<file path="config.mk">
export PLATFORM = sky130hd
export DESIGN_NAME = count_event_monitor
export DESIGN_NICKNAME = d
export VERILOG_FILES = /design/src/rtl/count_event_monitor.sv
export SDC_FILE = /design/constraint.sdc
export NUM_CORES = 1
export LEC_CHECK = 0
export ABC_AREA = 0
export BUFFER_PORTS_ARGS = -buffer_cell sky130_fd_sc_hd__buf_2
export CORE_UTILIZATION = 45
export CTS_BUF_LIST = sky130_fd_sc_hd__clkbuf_8
export CTS_CLUSTER_DIAMETER = 150
export CTS_CLUSTER_SIZE = 8
export DETAILED_ROUTE_END_ITERATION = 12
export GPL_TIMING_DRIVEN = 0
export PLACE_DENSITY = 0.73
export SKIP_CTS_REPAIR_TIMING = 1
export SYNTH_ARGS = -nofsm -noshare
export SYNTH_HDL_FRONTEND = slang
export SYNTH_SLANG_ARGS = --single-unit
</file>
<file path="constraint.sdc">
create_clock -name clk -period 2.4 [get_ports clk]
set_clock_uncertainty 0.15 [all_clocks]
set_input_delay 0.24 -clock clk [delete_from_list [all_inputs] [get_ports clk]]
set_output_delay 0.24 -clock clk [all_outputs]
set_load 0.02 [all_outputs]
</file>
<file path="src/rtl/count_event_monitor.sv">
// ---------------------------------------------------------------------------
// count_event_monitor
//
// Purpose
//   Sits downstream of the loadable up/down counter and samples its count and
//   direction (opnd) every clock. It detects two kinds of event:
//     - wrap-around: the counter passing its terminal value in the current
//       direction (MAX->0 counting up, 0->MAX counting down);
//     - compare match: count reaching cmp_val while detection is armed.
//   Each event raises a registered 1-cycle pulse. Events are accumulated in a
//   saturating counter with sticky "any event" and "event lost" flags that
//   stay set until software pulses evt_clr. The outputs feed the
//   interrupt/status logic.
//
// Parameters
//   CW     width of the monitored count bus; terminal value MAX = 2**CW-1
//   EVT_W  width of the saturating event counter; saturates at 2**EVT_W-1
//
// Ports
//   clk          in   1      system clock, rising edge
//   rst          in   1      asynchronous, active-high reset
//   count        in   CW     counter value, [0:CW-1], bit 0 = MSB
//   opnd         in   1      counter direction: 1 = up, 0 = down
//   cmp_en       in   1      arms compare-match detection
//   cmp_val      in   CW     compare value, [0:CW-1]
//   evt_clr      in   1      1-cycle request: clear evt_cnt, evt_flag, evt_ovf
//   match_pulse  out  1      1-cycle pulse on a compare match
//   wrap_pulse   out  1      1-cycle pulse on a wrap-around
//   evt_flag     out  1      sticky: any event since the last clear
//   evt_ovf      out  1      sticky: an event was lost at saturation
//   evt_cnt      out  EVT_W  saturating event count
//   cap_val      out  CW     (COUNT_MON_CAPTURE_EN only) count captured at the
//                            most recent match or wrap
//   dbg_state    out  2      match FSM state: 0 = IDLE, 1 = ARMED, 2 = HIT
//
// Configuration
//   COUNT_MON_CAPTURE_EN  when defined, adds the cap_val port and its capture
//                         register. When undefined, neither exists and all
//                         other behaviour is unchanged.
//
// Timing
//   The edge that samples a count showing an event also loads the pulse
//   register, so the pulse is high for the clock cycle following that edge.
//   evt_cnt/evt_flag/evt_ovf (and cap_val) update on that same edge.
// ---------------------------------------------------------------------------
module count_event_monitor #(
  parameter int CW    = 4,
  parameter int EVT_W = 8
) (
  input  logic             clk,
  input  logic             rst,
  input  logic [0:CW-1]    count,
  input  logic             opnd,
  input  logic             cmp_en,
  input  logic [0:CW-1]    cmp_val,
  input  logic             evt_clr,
  output logic             match_pulse,
  output logic             wrap_pulse,
  output logic             evt_flag,
  output logic             evt_ovf,
  output logic [EVT_W-1:0] evt_cnt,
`ifdef COUNT_MON_CAPTURE_EN
  output logic [0:CW-1]    cap_val,
`endif
  output logic [1:0]       dbg_state
);

  localparam logic [0:CW-1]    CNT_MAX  = '1;
  localparam logic [0:CW-1]    CNT_ZERO = '0;
  localparam logic [EVT_W-1:0] EVT_MAX  = '1;

  typedef enum logic [1:0] {
    IDLE  = 2'd0,
    ARMED = 2'd1,
    HIT   = 2'd2
  } state_t;

  state_t        state;
  state_t        state_nxt;
  logic [0:CW-1] prev_cnt;
  logic          prev_vld;
  // Set once ARMED has seen at least one sample; cleared on every entry to
  // ARMED so a count that already equals cmp_val when arming still matches.
  logic          prev_vld_armed;

  logic          wrap_det;
  logic          match_det;
  logic [EVT_W:0] evt_sum;
  logic          evt_sat;

  // -------------------------------------------------------------------------
  // Event detection (combinational, registered below)
  // -------------------------------------------------------------------------
  always_comb begin
    wrap_det = 1'b0;
    if (prev_vld) begin
      if (opnd && (prev_cnt == CNT_MAX) && (count == CNT_ZERO)) begin
        wrap_det = 1'b1;
      end
      if (!opnd && (prev_cnt == CNT_ZERO) && (count == CNT_MAX)) begin
        wrap_det = 1'b1;
      end
    end
  end

  // Edge-based match: a count held at cmp_val only matches on arrival, or on
  // the first ARMED sample if it was already there.
  always_comb begin
    match_det = 1'b0;
    if (prev_vld && (state == ARMED) && (count == cmp_val) &&
        ((count != prev_cnt) || !prev_vld_armed)) begin
      match_det = 1'b1;
    end
  end

  // -------------------------------------------------------------------------
  // Match FSM next state. Only match detection is gated by the FSM; wrap
  // detection is always active.
  // -------------------------------------------------------------------------
  always_comb begin
    state_nxt = state;
    case (state)
      IDLE: begin
        if (cmp_en) state_nxt = ARMED;
      end
      ARMED: begin
        if (!cmp_en)        state_nxt = IDLE;
        else if (match_det) state_nxt = HIT;
      end
      HIT: begin
        if (!cmp_en)                 state_nxt = IDLE;
        else if (count != cmp_val)   state_nxt = ARMED;
      end
      default: state_nxt = IDLE;
    endcase
  end

  // -------------------------------------------------------------------------
  // Event accumulation. The add is one bit wider than the counter so a
  // carry out of EVT_W bits is visible to the saturate check.
  // -------------------------------------------------------------------------
  always_comb begin
    evt_sum = {1'b0, evt_cnt} + {{EVT_W{1'b0}}, match_det}
                              + {{EVT_W{1'b0}}, wrap_det};
    evt_sat = (evt_sum > {1'b0, EVT_MAX});
  end

  // -------------------------------------------------------------------------
  // Sampling, FSM and registered pulses
  // -------------------------------------------------------------------------
  always_ff @(posedge clk or posedge rst) begin
    if (rst) begin
      state          <= IDLE;
      prev_cnt       <= '0;
      prev_vld       <= 1'b0;
      prev_vld_armed <= 1'b0;
      match_pulse    <= 1'b0;
      wrap_pulse     <= 1'b0;
    end else begin
      state          <= state_nxt;
      prev_cnt       <= count;
      prev_vld       <= 1'b1;
      // High only while staying in ARMED; any entry into ARMED clears it.
      prev_vld_armed <= (state == ARMED) && (state_nxt == ARMED);
      match_pulse    <= match_det;
      wrap_pulse     <= wrap_det;
    end
  end

  // -------------------------------------------------------------------------
  // Saturating event counter and sticky flags. evt_clr wins over events in
  // the same cycle: the event is dropped from the count (its pulse still
  // fires from the block above).
  // -------------------------------------------------------------------------
  always_ff @(posedge clk or posedge rst) begin
    if (rst) begin
      evt_cnt  <= '0;
      evt_flag <= 1'b0;
      evt_ovf  <= 1'b0;
    end else if (evt_clr) begin
      evt_cnt  <= '0;
      evt_flag <= 1'b0;
      evt_ovf  <= 1'b0;
    end else begin
      if (evt_sat) begin
        evt_cnt <= EVT_MAX;
        evt_ovf <= 1'b1;
      end else begin
        evt_cnt <= evt_sum[EVT_W-1:0];
      end
      if (match_det || wrap_det) begin
        evt_flag <= 1'b1;
      end
    end
  end

`ifdef COUNT_MON_CAPTURE_EN
  // Captures the count that caused the event; independent of evt_clr.
  always_ff @(posedge clk or posedge rst) begin
    if (rst) begin
      cap_val <= '0;
    end else if (match_det || wrap_det) begin
      cap_val <= count;
    end
  end
`endif

  assign dbg_state = state;

endmodule

</file>
==> metrics.md, run 1 <==
| Metric | Value |
|---|---|
| Hold slack | -0.0509 ns |
| FMAX | 432 MHz |
| Routed WL | roughly 1900 um |
| Die H | between 40 and 50 um |
| NetSw | 0.150 mW |
| CTS clk-pin slew, worst paths | approximately 0.07 ns |
| WP buf/inv | 1 |
| Async SR Flop Fraction | 100% |
| Required time of the critical path | between 2 and 2.5 ns |
| Crit-path cells | nor4b_2 > and4_2 > a41oi_2 > inv_2 > fa_2 > ha_4 > nand3_4 > nor2_4 > nand3_4 > a21oi_1 |
| Initial DRC Count | 7 |
| Worst setup path category | flip-flop to flip-flop |
| # port buffers | 25 |
| CTS tree | built |
| Core area | around 2000 um2 |
| Placed cells | between 100 and 150 |
| Dominant register cell in the synthesized netlist | dfrtp_1 |
| Yosys warns | 0 |
| DR WL/cell | approximately 13 um |
| CP delay by family, top | simple AND/OR/NAND/NOR gates |
| Max_cap viols | 0 |
| Crit-path slowest cell | dfrtp_1 |
| Pre-CTS setup slack | -0.319 ns |
| Final std cells w/o fill | ~150 |
| Post-DRT Antenna Nets | 0 |
| DRC | 0 |
| Mapped Area | around 950 um2 |
| Die area | approximately 2300 um2 |
| R2r setup slk | around 0.085 ns |
| Initial antenna violation count | 0 |
| Final worst setup slack | 0.0852 ns |
| EDFF count, synth | 0 |
| Final Max Tran Viols | 0 |
| CTS Buf Count | 3 |
| CP Capture Type | flip-flop |
| Die width | roughly 48 um |
| Top-count cell post-synth | dfrtp_1 |
| Reg2reg end | evt_ovf |
| Vias in the first global route | 678 |
| Worst setup path start | prev_cnt[3] |
| Internal | a little over 0.5 mW |
| DR vias/cell | approximately 5.1 |
| Arrival time at the worst endpoint | approximately 2.3 ns |
| I/O pin count | 27 |
| Area delta synth->final | 36.0% |
| CP endpoint | evt_ovf |
| First-pass GRT wire length | around 2700 um |
| H-tree Lvls | 1 |
| Final Wtd Congestion | 0.746 |
| Unrepaired setup endpoints after global routing | true |
| Seq/Total Area, Yosys | between 50% and 60% |
| Top cell type's share of synthesized area | 52.9% |
| Normalized max-slew margin | between 50% and 60% |
| VDD IR max | ~0.33 mV |
| Final Setup Violations | 0 |
| Commonest cells in the synthesized netlist | 20 x dfrtp_1, 9 x inv_1, 8 x a21oi_1, 6 x xor2_1 |
| Period utilisation layout | slightly below 100% |
| Gr usage total | about 17% |
| Filler cells | between 150 and 200 |
| Cell row count | 16 |
| Max FO, Critical Path | 7 |
| HP Class | input pin to async pin |
| Share of post-route cells with drive strength above 1 | between 40% and 50% |
| Synth unique cells | 29 |
| Clock power frac | 38.0% |
| Clock Latency Late Sink | between 0.2 and 0.3 ns |
| Fin nets | between 100 and 150 |
| Clk buf depth | 2 |
| Via count | about 750 |
| Crit path time final | roughly 2.3 ns |
| Synth Instances | 88 |
| Worst slew pin tran | 0.732 ns |
| Antenna fix cells | 0 |
| Synthesized Nets | 103 |
| Fin. Hold Viols | 20 |
| Root Driver | clkbuf_8 |
| Worst R2R Start | prev_cnt[3] |
| Global route total overflow | 0 |
| Power Density | ~520 nW/um2 |
| Largest net degree at the start of global routing | 21 |
| Post-synth top area cell | dfrtp_1 |
| Logic pwr share | under 10% |
| Status | finished with violations |
| Crit-path max cell delay | ~0.42 ns |
| Reg2reg path depth | 10 |
| Post-DP HPWL | around 1300 um |
| CP dominant cell by count | nand3_4 |
| Seq pwr share | between 50% and 60% |
| Sw Share | 22.6% |
| Leak Pwr | approximately 0.6 nW |
| DRT Pass-1 Iters | 4 |
| Failing checks | hold timing |
| Starting density of the core | between 40% and 50% |
| CTS sink cnt | 20 |
| Startpoint types | flip-flop |
| Levels on crit path | 10 |
| Syn Area/Cell | roughly 11 um2 |
| Synthesized flop and latch total | 20 |
| Synth area leaders | dfrtp_1 53%, xor2_1 5.6%, xnor2_1 4.6% |
power groups by stage:
stage / Sequential, mW / Combinational, mW / Clock [mW]
2_1_floorplan: 0.359 / 0.0332 / 0
5_1_grt: 0.352 / 0.0677 / 0.270
3_3_place_gp: 0.356 / 0.0569 / 0
6_report: 0.351 / 0.0609 / 0.253
4_1_cts: 0.350 / 0.0590 / 0.257
3_5_place_dp: 0.357 / 0.0589 / 0
flip-flops by register name (all words and copies together), names as in the netlist:
register and count:
dbg_state 2, evt_cnt 8, evt_flag 1, evt_ovf 1
match_pulse 1, prev_cnt 4, prev_vld 1, prev_vld_armed 1
wrap_pulse 1
metrics by stage:
step	total power, mW	TNS [ns]	instance area [um2]	hold WS [ns]	utilization, %
2_1_floorplan	0.392	0	946	0.0538	-
3_3_place_gp	0.413	-1.94	1100	0.248	56.3
3_5_place_dp	0.416	-2.40	1100	0.261	56.3
4_1_cts	0.667	-2.32	1160	-0.0135	59.1
5_1_grt	0.690	-0.229	1290	0.00836	65.6
6_report	0.664	0	1290	-0.0509	65.6
final cells by class:
| class | count | area [um2] | area share, % |
|---|---|---|---|
| Buffer | 1 | 3.75 | 0.292 |
| Timing Repair Buffer | 29 | 155 | 12.1 |
| Inverter | 10 | 37.5 | 2.92 |
| Sequential cell | 20 | 500 | 38.9 |
| Tap cell | 27 | 33.8 | 2.63 |
| Clock buffer | 4 | 55.1 | 4.28 |
| Multi-Input combinational cell | 57 | 500 | 38.9 |
cells by family after synthesis:
kind of cell	after synthesis	synth area share (%)
mux	1	1.06
buf+inv	11	4.36
flops	20	52.9
xor+xnor	11	10.2
other cells	1	0.396
fa+ha+maj	2	3.44
simple gates	24	16.0
compound gates	18	11.6
metal layers:
layer | wire length, um | up-vias | part of all wire [%] | global-route usage [%]
li1 | - | 369 | - | -
met1 | 854 | 370 | 45 | 21.0
met2 | 1010 | 10 | 53 | 29.7
met3 | 51 | 0 | 2.7 | 3.40
met4 | 0 | 0 | 0 | 3.33
met5 | 0 | - | 0 | 0
layout by cell type (no fill, tap or decap), types with 2 or more instances in the layout:
cell | Yosys | routed
buf_2 | 0 | 25
dfrtp_1 | 20 | 20
inv_1 | 9 | 8
nand2_1 | 5 | 5
xor2_1 | 6 | 5
a21oi_1 | 8 | 5
xnor2_1 | 5 | 4
o21ai_0 | 4 | 4
clkbuf_8 | 0 | 4
buf_4 | 0 | 4
nor2_1 | 4 | 3
a21oi_2 | 0 | 3
nand4_1 | 2 | 2
nor3_1 | 2 | 2
nor4b_2 | 0 | 2
inv_2 | 1 | 2
nand3_4 | 0 | 2
a31oi_1 | 2 | 2
worst register-to-register path, cell delays in order (launching register included):
cell     delay [ns]
dfrtp_1        0.42
nor4b_2        0.28
and4_2         0.26
a41oi_2        0.05
inv_2          0.10
fa_2           0.24
ha_4           0.17
nand3_4        0.10
nor2_4         0.16
nand3_4        0.14
a21oi_1        0.17
how the worst min path moves through the flow:
stage / endpoint / slack (ns) / cells after the start
6_report: evt_cnt[3] / -0.05 / 2
5_1_grt: prev_vld / 0.008 / 2
4_1_cts: evt_ovf / -0.01 / 2
3_5_place_dp: evt_ovf / 0.26 / 2
3_3_place_gp: evt_ovf / 0.25 / 2
2_1_floorplan: dbg_state[0] / 0.05 / 1
(Power assumes the default switching activity.)
==> run 2, diff against run 1 <==
==> constraint.sdc (replaced) <==
create_clock -name clk -period 2.4 [get_ports clk]
set_clock_uncertainty 0.15 [all_clocks]
set_input_delay 0.48 -clock clk [delete_from_list [all_inputs] [get_ports clk]]
set_output_delay 0.48 -clock clk [all_outputs]
set_load 0.02 [all_outputs]
==> run 2 against run 1 <==
Compared with the run above:
- the flow finishes with violations (setup timing)
- register-to-register slack worse by 0.14 ns
- setup slack worse by 0.14 ns
- final area up 0.88%
- power up 1.5%
- sequential power about the same
- count of clock-buffer cells in the layout unchanged
- critical endpoint is now evt_cnt[2]
- largest power group unchanged
==> metrics.md, run 2 (synthesis results as in run 1) <==
| Metric | Value |
|---|---|
| Status | finished with violations |
| Failing checks | setup timing |
| VDD IR max | around 0.38 mV |
| Max FO, Critical Path | 3 |
| Share of post-route cells with drive strength above 1 | 42.4% |
| CP delay by family, top | adder cells |
| Unrepaired setup endpoints after global routing | true |
| # port buffers | 25 |
| I/O pin count | 27 |
| Cell row count | 16 |
| FMAX | between 400 and 500 MHz |
| Commonest non-fill, non-tap cell in the layout | buf_2 |
| Startpoint types | flip-flop |
| Post-DP HPWL | 1490 um |
| Leak Pwr | ~0.60 nW |
| DR WL/cell | between 10 and 15 um |
| Met2 GRT Util | a little under two fifths |
| Final Setup Violations | 4 |
| CP Capture Type | flip-flop |
| CTS tree | built |
| Vias in the first global route | around 730 |
| Required time of the critical path | 2.37 ns |
| H-tree Lvls | 1 |
| Die width | 47.8 um |
| Global route total overflow | 0 |
| Final Max Tran Viols | 0 |
| Initial antenna violation count | 0 |
| DR vias/cell | between 5 and 6 |
| First-pass GRT wire length | ~3000 um |
| Pre-CTS setup slack | -0.479 ns |
| Biggest register | evt_cnt |
| Period utilisation layout | 102% |
| Normalized max-slew margin | between 40 and 50% |
| CTS sink cnt | 20 |
| Crit-path slowest cell | dfrtp_1 |
| WP buf/inv | 2 |
| Root Driver | clkbuf_8 |
| Max_cap viols | 0 |
| CTS clk-pin slew, worst paths | 0.08 ns |
| Initial DRC Count | 8 |
| Crit-path cells | xnor2_1 > nand3_1 > o211ai_1 > inv_1 > fa_2 > ha_4 > buf_4 > xnor2_1 > a21oi_2 |
| Post-DRT Antenna Nets | 0 |
| Power, Total | between 0.6 and 0.7 mW |
| Largest net degree at the start of global routing | 21 |
| Crit path time final | 2.46 ns |
| DRT Pass-1 Iters | 4 |
| Max reg flops | 8 |
| M1 GR Usage | a little under a quarter |
| Starting density of the core | 48.2% |
| DRC | 0 |
| Most frequent cells in the layout | 25 x buf_2, 20 x dfrtp_1, 8 x inv_1, 8 x buf_4 |
| CTS Buf Count | 3 |
| Die H | 47.8 um |
| HP Class | input pin to async pin |
| Via count | 795 |
| Worst slew pin tran | 0.756 ns |
| Crit-path max cell delay | about 0.42 ns |
| Worst setup path category | flip-flop to flip-flop |
| Fin. Hold Viols | 0 |
| Area delta synth->final | 37.2% |
| Arrival time at the worst endpoint | about 2.4 ns |
| Met3 Use GR | just over 4% |
| Fin nets | 141 |
| Routed WL | around 2200 um |
| Clk buf depth | 2 |
| CP dominant cell by count | xnor2_1 |
| Die area | 2290 um2 |
| Power Density | between 500 and 600 nW/um2 |
| Final worst setup slack | -0.0552 ns |
| Final Wtd Congestion | between 0.7 and 0.8 |
| Gr usage total | between 20% and 30% |
| Grt peak-use layer | met2 |
| Antenna fix cells | 0 |
| Core area | 1960 um2 |
| Clock Latency Late Sink | about 0.25 ns |
## run 2: changes by cell type in the layout (fill, tap and decap cells not counted)
cell / delta
buf_4: +4
a21oi_2: -1
a21oi_1: +1
xnor2_1: +1
xor2_1: +1
xnor2_2: -1
xor2_2: -1
## run 2: routing by layer
| metal | vias up | share of wire [%] |
|---|---|---|
| met5 | - | 0 |
| met4 | 0 | 0.31 |
| met3 | 2 | 3.4 |
| met2 | 23 | 56 |
| met1 | 393 | 40 |
| li1 | 377 | - |
## run 2: metrics by stage
stage	utilization (%)	instances	hold slack (ns)	cell area (um2)	TNS, ns
finish	66.1	152	0.198	1300	-0.140
global route	66.1	152	0.246	1300	-0.883
CTS	59.8	144	0.220	1170	-1.77
detailed placement	57.0	140	0.370	1120	-3.97
global placement	57.0	140	0.349	1120	-3.05
floorplan	-	88	0.294	958	0
## run 2: final cells by class
type,count,area [um2]
Sequential cell,20,500
Clock buffer,4,55.1
Multi-Input combinational cell,57,482
Buffer,1,3.75
Inverter,10,37.5
Tap cell,27,33.8
Fill cell,177,664
Timing Repair Buffer,33,185
## run 2: where the power goes
group / internal (mW) / switching (mW)
logic: 0.0296 / 0.0404
registers: 0.344 / 0.00649
clock network: 0.146 / 0.108
total: 0.520 / 0.155
## run 2: path summary, 6_finish.rpt
kind | start | to | slack [ns] | depth (start not counted)
worst max-delay path | prev_cnt[0] | evt_cnt[2] | -0.06 | 9
worst min-delay path | rst | dbg_state[1] | 0.20 | 2
worst max register to register | prev_cnt[0] | evt_cnt[2] | -0.06 | 9
worst min register to register | evt_ovf | evt_ovf | 0.38 | 2
max in group asynchronous | rst | prev_cnt[0] | 1.43 | 2
min in group clk | count[0] | prev_cnt[0] | 0.26 | 1
